## src/rtl/l1_mem_arbiter.sv

```systemverilog
// l1_mem_arbiter: shares one physical-memory line port between the L1
// icache and dcache. One transaction at a time; the granted request is
// latched into the pmem_* registers and the response is routed back to
// the winner with zero added latency.
// Optional macro ARB_FAIR_EN: round-robin on contention instead of fixed
// dcache-over-icache priority.
module l1_mem_arbiter #(
  parameter int ADDR_W = 16,
  parameter int LINE_W = 128
) (
  input  logic              clk,
  input  logic              reset_n,
  input  logic              i_pmem_read,
  input  logic [ADDR_W-1:0] i_pmem_address,
  output logic [LINE_W-1:0] i_pmem_rdata,
  output logic              i_pmem_resp,
  input  logic              d_pmem_read,
  input  logic              d_pmem_write,
  input  logic [ADDR_W-1:0] d_pmem_address,
  input  logic [LINE_W-1:0] d_pmem_wdata,
  output logic [LINE_W-1:0] d_pmem_rdata,
  output logic              d_pmem_resp,
  output logic              pmem_read,
  output logic              pmem_write,
  output logic [ADDR_W-1:0] pmem_address,
  output logic [LINE_W-1:0] pmem_wdata,
  input  logic [LINE_W-1:0] pmem_rdata,
  input  logic              pmem_resp
);

  typedef enum logic [1:0] {IDLE, GNT_I, GNT_D} state_t;

  // Line addresses are 16-byte aligned; the offset bits are zeroed on latch.
  localparam logic [ADDR_W-1:0] LINE_MASK = ~ADDR_W'(4'hF);

  state_t state, state_nxt;
  logic   i_req, d_req, pick_d;

  assign i_req = i_pmem_read;
  assign d_req = d_pmem_read | d_pmem_write;

`ifdef ARB_FAIR_EN
  // 1 = dcache held the last grant, 0 = icache.
  logic last_grant;

  // Remember who won the most recent grant, contended or not.
  always_ff @(posedge clk or negedge reset_n) begin
    if (!reset_n)                      last_grant <= 1'b0;
    else if (state == IDLE && (i_req || d_req)) last_grant <= pick_d;
  end

  // Under contention the client that did not win last time goes next.
  assign pick_d = d_req & (~i_req | ~last_grant);
`else
  // Fixed priority: any dcache request beats the icache.
  assign pick_d = d_req;
`endif

  // State register.
  always_ff @(posedge clk or negedge reset_n) begin
    if (!reset_n) state <= IDLE;
    else          state <= state_nxt;
  end

  // Next-state and client response routing; a stray pmem_resp in IDLE is ignored.
  always_comb begin
    state_nxt   = state;
    i_pmem_resp = 1'b0;
    d_pmem_resp = 1'b0;
    case (state)
      IDLE:  if (i_req || d_req) state_nxt = pick_d ? GNT_D : GNT_I;
      GNT_I: begin
        i_pmem_resp = pmem_resp;
        if (pmem_resp) state_nxt = IDLE;
      end
      GNT_D: begin
        d_pmem_resp = pmem_resp;
        if (pmem_resp) state_nxt = IDLE;
      end
      default: state_nxt = IDLE;
    endcase
  end

  // Latch the winner's request on grant; drop read/write once memory answers.
  // A dcache read+write together is taken as a write.
  always_ff @(posedge clk or negedge reset_n) begin
    if (!reset_n) begin
      pmem_read    <= 1'b0;
      pmem_write   <= 1'b0;
      pmem_address <= '0;
      pmem_wdata   <= '0;
    end else if (state == IDLE) begin
      if (i_req || d_req) begin
        if (pick_d) begin
          pmem_address <= d_pmem_address & LINE_MASK;
          pmem_wdata   <= d_pmem_wdata;
          pmem_write   <= d_pmem_write;
          pmem_read    <= ~d_pmem_write;
        end else begin
          pmem_address <= i_pmem_address & LINE_MASK;
          pmem_wdata   <= '0;
          pmem_write   <= 1'b0;
          pmem_read    <= 1'b1;
        end
      end
    end else if (pmem_resp) begin
      pmem_read  <= 1'b0;
      pmem_write <= 1'b0;
    end
  end

  assign i_pmem_rdata = pmem_rdata;
  assign d_pmem_rdata = pmem_rdata;

endmodule

```

## config.mk

```make
export PLATFORM = sky130hd
export DESIGN_NAME = l1_mem_arbiter
export DESIGN_NICKNAME = d
export VERILOG_FILES = /design/src/rtl/l1_mem_arbiter.sv
export SDC_FILE = /design/constraint.sdc
export NUM_CORES = 1
export LEC_CHECK = 0
export BUFFER_PORTS_ARGS = -buffer_cell sky130_fd_sc_hd__buf_2
export CAP_MARGIN = 10
export CORE_AREA = 5 5 269 271
export CTS_BUF_LIST = sky130_fd_sc_hd__clkbuf_4
export DETAILED_ROUTE_END_ITERATION = 10
export DIE_AREA = 0 0 274 276
export SYNTH_ARGS = -nofsm -noshare
export SYNTH_HDL_FRONTEND = slang
export SYNTH_SLANG_ARGS = --single-unit
```

## constraint.sdc

```tcl
create_clock -name clk -period 3.4 [get_ports clk]
set_input_delay 0.17 -clock clk [delete_from_list [all_inputs] [get_ports clk]]
set_output_delay 0.17 -clock clk [all_outputs]
set_load 0.02 [all_outputs]
```

=== Yosys cells after proc, flatten, opt, wreduce, memory -nomap -nowiden ===
Index checks and enable logic that the tools add are counted.

* Register bits: 148
* Output and inout port bits: 404
* Logic and storage cells: 33

* Equality and inequality tests: 4
* Mux-type cells: 15
* Bitwise operators: 2
* Reduce and logical (&&, ||, !) cells: 7

{| class="wikitable"
|+ Operator list
! kind !! number
|-
| $mux W128 || 1
|-
| $mux W16 || 1
|-
| $mux W1 || 9
|-
| $mux W2 || 3
|-
| $reduce_and A2 Y1 || 3
|-
| $ne A2 B1 Y1 const B || 2
|-
| $pmux W2 S2 || 1
|-
| $eq A2 B1 Y1 const B || 1
|-
| $eq A2 B2 Y1 const B || 1
|-
| $logic_not A2 Y1 || 1
|-
| $reduce_bool A2 Y1 || 1
|-
| $reduce_or A2 Y1 || 1
|-
| $logic_or A1 B1 Y1 || 1
|-
| $not A1 Y1 || 1
|-
| $or A1 B1 Y1 || 1
|}

=== Depth between registers and ports, before layout ===
* Depth after elaboration: 4
* Gate-level depth with buffers: 7

=== Least setup slack after synthesis ===
No wires, ideal clock.

* Kind: register to register
* Start: register state[0]
* End: register pmem_wdata[100]
* Setup time: 121 ps
* Data arrival time: 1304 ps
* Data required time: 3279 ps
* Path slack: 1975 ps
* Stages on the path, launching flop included: 7
* Buffers on the path: 2
* Clock period less this slack: 1425 ps
* Cell sequence: dfrtp_1 -> inv_1 -> ha_1 -> nor2b_2 -> buf_2 -> buf_4 -> a22o_1

* Longest elaborated chain between the ends: 2

{| class="wikitable"
|+ Ends and longest elaborated chain
! element !! line !! RTL
|-
| start: declaration || 36 || <nowiki>state_t state, state_nxt;</nowiki>
|-
| start signal: assignment || 62 || <nowiki>else state <= state_nxt;</nowiki>
|-
| $logic_not A2 Y1 || 92 || <nowiki>end else if (state == IDLE) begin</nowiki>
|-
| $reduce_and A2 Y1 (no line) || n/a ||
|-
| end signal: assignment || 96 || <nowiki>pmem_wdata <= d_pmem_wdata;</nowiki>
|-
| end: declaration || 26 || <nowiki>output logic [LINE_W-1:0] pmem_wdata,</nowiki>
|}

Every way passes these cells.
A chain may end at the register's enable or synchronous reset.

=== Worst setup path after layout ===
* Start: register state[0]
* End: register pmem_read

* Longest elaborated chain between the ends: 3
* Elaborated cells on any way between the ends: 5

{| class="wikitable"
|+ Ends and longest elaborated chain
! element !! line !! RTL
|-
| $logic_not A2 Y1 * || 92 ||
|-
| $ne A2 B1 Y1 (no line) or $reduce_bool A2 Y1 (tied branches) || n/a ||
|-
| $reduce_and A2 Y1 (no line) || n/a ||
|-
| end signal: assignment || 98 || <nowiki>pmem_read <= ~d_pmem_write;</nowiki>
|-
| end: declaration || 23 || <nowiki>output logic pmem_read,</nowiki>
|}

Mark *: on every way between the ends. The rest lies on a longest branch, timed or not.

==> summary.md <==
| Metric | Value |
|---|---|
| Starting Density | `0.104` |
| Mapped cell area | `7230 µm²` |
| Worst Tran Pin Value | `961 ps` |
| TritonCTS Buffers | `17` |
| Cell with the most instances after synthesis | `buf_4` |
| Routability Congestion | `0.718` |
| Min-Delay Path Class | `primary input to flop` |
| Antenna violations before repair | `7` |
| Clk_lat worst skew | `650 ps` |
| Area contributors post-synth | `dfrtp_1, buf_4, a22o_1` |
| Die area | `75600 µm²` |
| DRT iter0 DRCs | `129` |
| Die width | `274 µm` |
| Crit path required time | `4000 ps` |
| CP max-delay cell | `dlygate4sd3_1` |
| #FFs+latches synth | `144` |
| Die height | `276 µm` |
| Vias in the first global route | `5823` |
| Largest net degree at the start of global routing | `156` |
| Fillers | `7704` |
| Buf/Inv on CP | `3` |
| Pwr dens | `847 nW/µm²` |
| Commonest cells post-synth | `buf_4, dfrtp_1, a22o_1` |
| Core Region | `69500 µm²` |
| R2r setup slk | `1120 ps` |
| Worst VDD drop | `0.629 mV` |
| Final Power | `8.31 mW` |
| First-pass GRT wire length | `34200 µm` |
| CTS tree | `yes` |
| Max-cap violations | `0` |
| Synth area leader | `dfrtp_1` |
| Max clock buf depth | `2` |
| Fmax achieved | `439 MHz` |
| GR Util All Layers | `0.0612` |
| Ys Warns | `0` |
| P&R area growth vs syn | `35.6%` |
| Critical path's top delay family | `buffers and inverters` |
| Post-synthesis cell type count | `21` |
| Tmin final | `2280 ps` |
| Async set-or-reset flop fraction in the synthesized netlist | `1.00` |
| Setup TNS | `0 ps` |
| Num rows | `97` |
| H-tree Lvls | `4` |
| RSZ-0062 raised after global routing | `no` |
| I/O Buffers | `301` |
| Core Util, Final | `0.141` |
| Final Skew | `15.9 ps` |
| Critical-path cell list | `inv_1, ha_1, o31ai_4, buf_12, o211ai_1, o21ai_0, dlygate4sd3_1` |
| Cells after Synth | `624` |
| Layout cell share with drive strength beyond 1 | `0.411` |
| Final Hold Fails | `0` |
| Crit path launch type | `flop` |
| Clock sinks | `144` |
| Remaining DRCs | `0` |
| Total gr overflow | `0` |
| WL per Instance | `13.5 µm` |
| WP data arrival | `2880 ps` |
| Clk Tree Root Cell | `clkbuf_4` |
| Antenna Nets Post-Route | `0` |
| Detail Placement HPWL | `16000 µm` |
| Static leakage | `4.60 nW` |
| Setup crit end kind | `flop` |
| Sequential share of the synthesized area | `0.498` |
| Total Wirelength | `23900 µm` |
| Post-layout net count | `1118` |
| Post-synth EDFFs | `0` |
| Largest stage delay, worst path | `560 ps` |
| Slew Viols, Final | `0` |
| Largest fanout on the critical path | `155` |
| Slew HR | `0.360` |
| Most used DFF post-synth | `dfrtp_1` |
| Clk slew on worst S/H paths | `160 ps` |
| Drt first pass iters | `6` |
| Status | `finished clean` |
| Vias | `5216` |
| Final period util | `0.669` |
| Final setup vio count | `0` |
| Vias per cell | `2.94` |
| Mean cell area of the mapped netlist | `11.6 µm²` |
| I/O pins | `698` |
| Area share of the largest cell type after synthesis | `0.498` |
| Crit path kind | `flop to flop` |
[worst min-delay path, cell delays in order]
cell and delay [ps]:
buf_2 140, o31ai_4 90, buf_12 230, nand2_1 150, o21ai_1 50
[sequential cells by signal, summed over array words and instances, names as in the netlist]
register      cells
pmem_address     12
state             2
pmem_read         1
pmem_write        1
pmem_wdata      128
[report_power, final]
group | internal (mW) | switching [mW]
logic | 1.57 | 2.52
clock network | 0.459 | 0.781
registers | 2.53 | 0.441
total | 4.56 | 3.75
[cell usage in the layout, fill, tap and decap left out, types with 2 or more instances in the layout]
| cell type | n |
|---|---|
| inv_8 | 3 |
| clkinv_4 | 2 |
| o21ai_0 | 4 |
| clkbuf_4 | 17 |
| mux2i_1 | 12 |
| bufinv_16 | 2 |
| inv_1 | 3 |
| clkinvlp_4 | 2 |
| o21ai_1 | 9 |
| dfrtp_1 | 144 |
| inv_6 | 5 |
| a21oi_1 | 5 |
| dlygate4sd3_1 | 159 |
| a22o_1 | 128 |
| and2_1 | 2 |
| nand2_1 | 13 |
| buf_2 | 300 |
| nand2b_1 | 2 |
| ha_1 | 3 |
| buf_4 | 5 |
| diode_2 | 2 |
| conb_1 | 4 |
[through the flow]
stage | cell area (µm²) | setup WS [ps] | hold WS [ps] | cells
after floorplan | 7240 | 1970 | -126 | 627
after global placement | 7880 | 1420 | 205 | 1582
after detailed placement | 7880 | 1290 | 216 | 1582
after CTS | 9800 | 1070 | 52.8 | 1773
after global routing | 9800 | 941 | 127 | 1774
final | 9810 | 1120 | 218 | 1775
[repair_timing]
item	CTS	global route
endpoints found under the hold margin	232	0
resized for setup	0	0
setup buffers	0	0
hold buffers	160	0
endpoints found under the setup margin	0	0
[cell families (layout without fill, tap and decap cells)]
group                      after synthesis  count (layout)  share of synthesized area
DFF                                    144             144                      0.498
buffers and inverters                  295             501                      0.295
and+or+nand+nor                         20              20                     0.0135
adders and majority gates                3               3                    0.00519
AOI/OAI and AO/OA                      149             149                      0.171
muxes                                   12              12                     0.0166
other                                    1               6                   0.000518
[layout make-up]
type / count / area, µm² / area share
antenna: 2 / 5.00 / 0.000510
clock buffer: 17 / 128 / 0.0130
clock inverter: 14 / 170 / 0.0174
inverter: 3 / 11.3 / 0.00115
multi-input combinational: 188 / 1520 / 0.155
sequential: 144 / 3600 / 0.367
tap: 940 / 1180 / 0.120
timing repair buffer: 467 / 3190 / 0.325
[worst paths after layout]
kind | startpoint | to | depth (start not counted)
hold / removal | d_pmem_read | pmem_address[11]$_DFFE_PN0P_ | 5
hold reg to reg | pmem_address[6]$_DFFE_PN0P_ | pmem_address[6]$_DFFE_PN0P_ | 2
min in group asynchronous | reset_n | pmem_wdata[84]$_DFFE_PN0P_ | 4
setup reg to reg | state[0]$_DFFE_PN0P_ | pmem_read$_DFFE_PN0P_ | 7
max in group asynchronous | reset_n | pmem_wdata[122]$_DFFE_PN0P_ | 4
setup / recovery | state[0]$_DFFE_PN0P_ | pmem_read$_DFFE_PN0P_ | 7
[metal layers]
| layer | wire, µm | GRT usage | up-vias |
|---|---|---|---|
| met5 | 41 | 0 | - |
| met1 | 8370 | 0.0567 | 2444 |
| met4 | 1830 | 0.0555 | 8 |
| met2 | 10900 | 0.0980 | 338 |
| li1 | - | - | 2283 |
| met3 | 2730 | 0.0306 | 143 |
(Power assumes the default switching activity.)
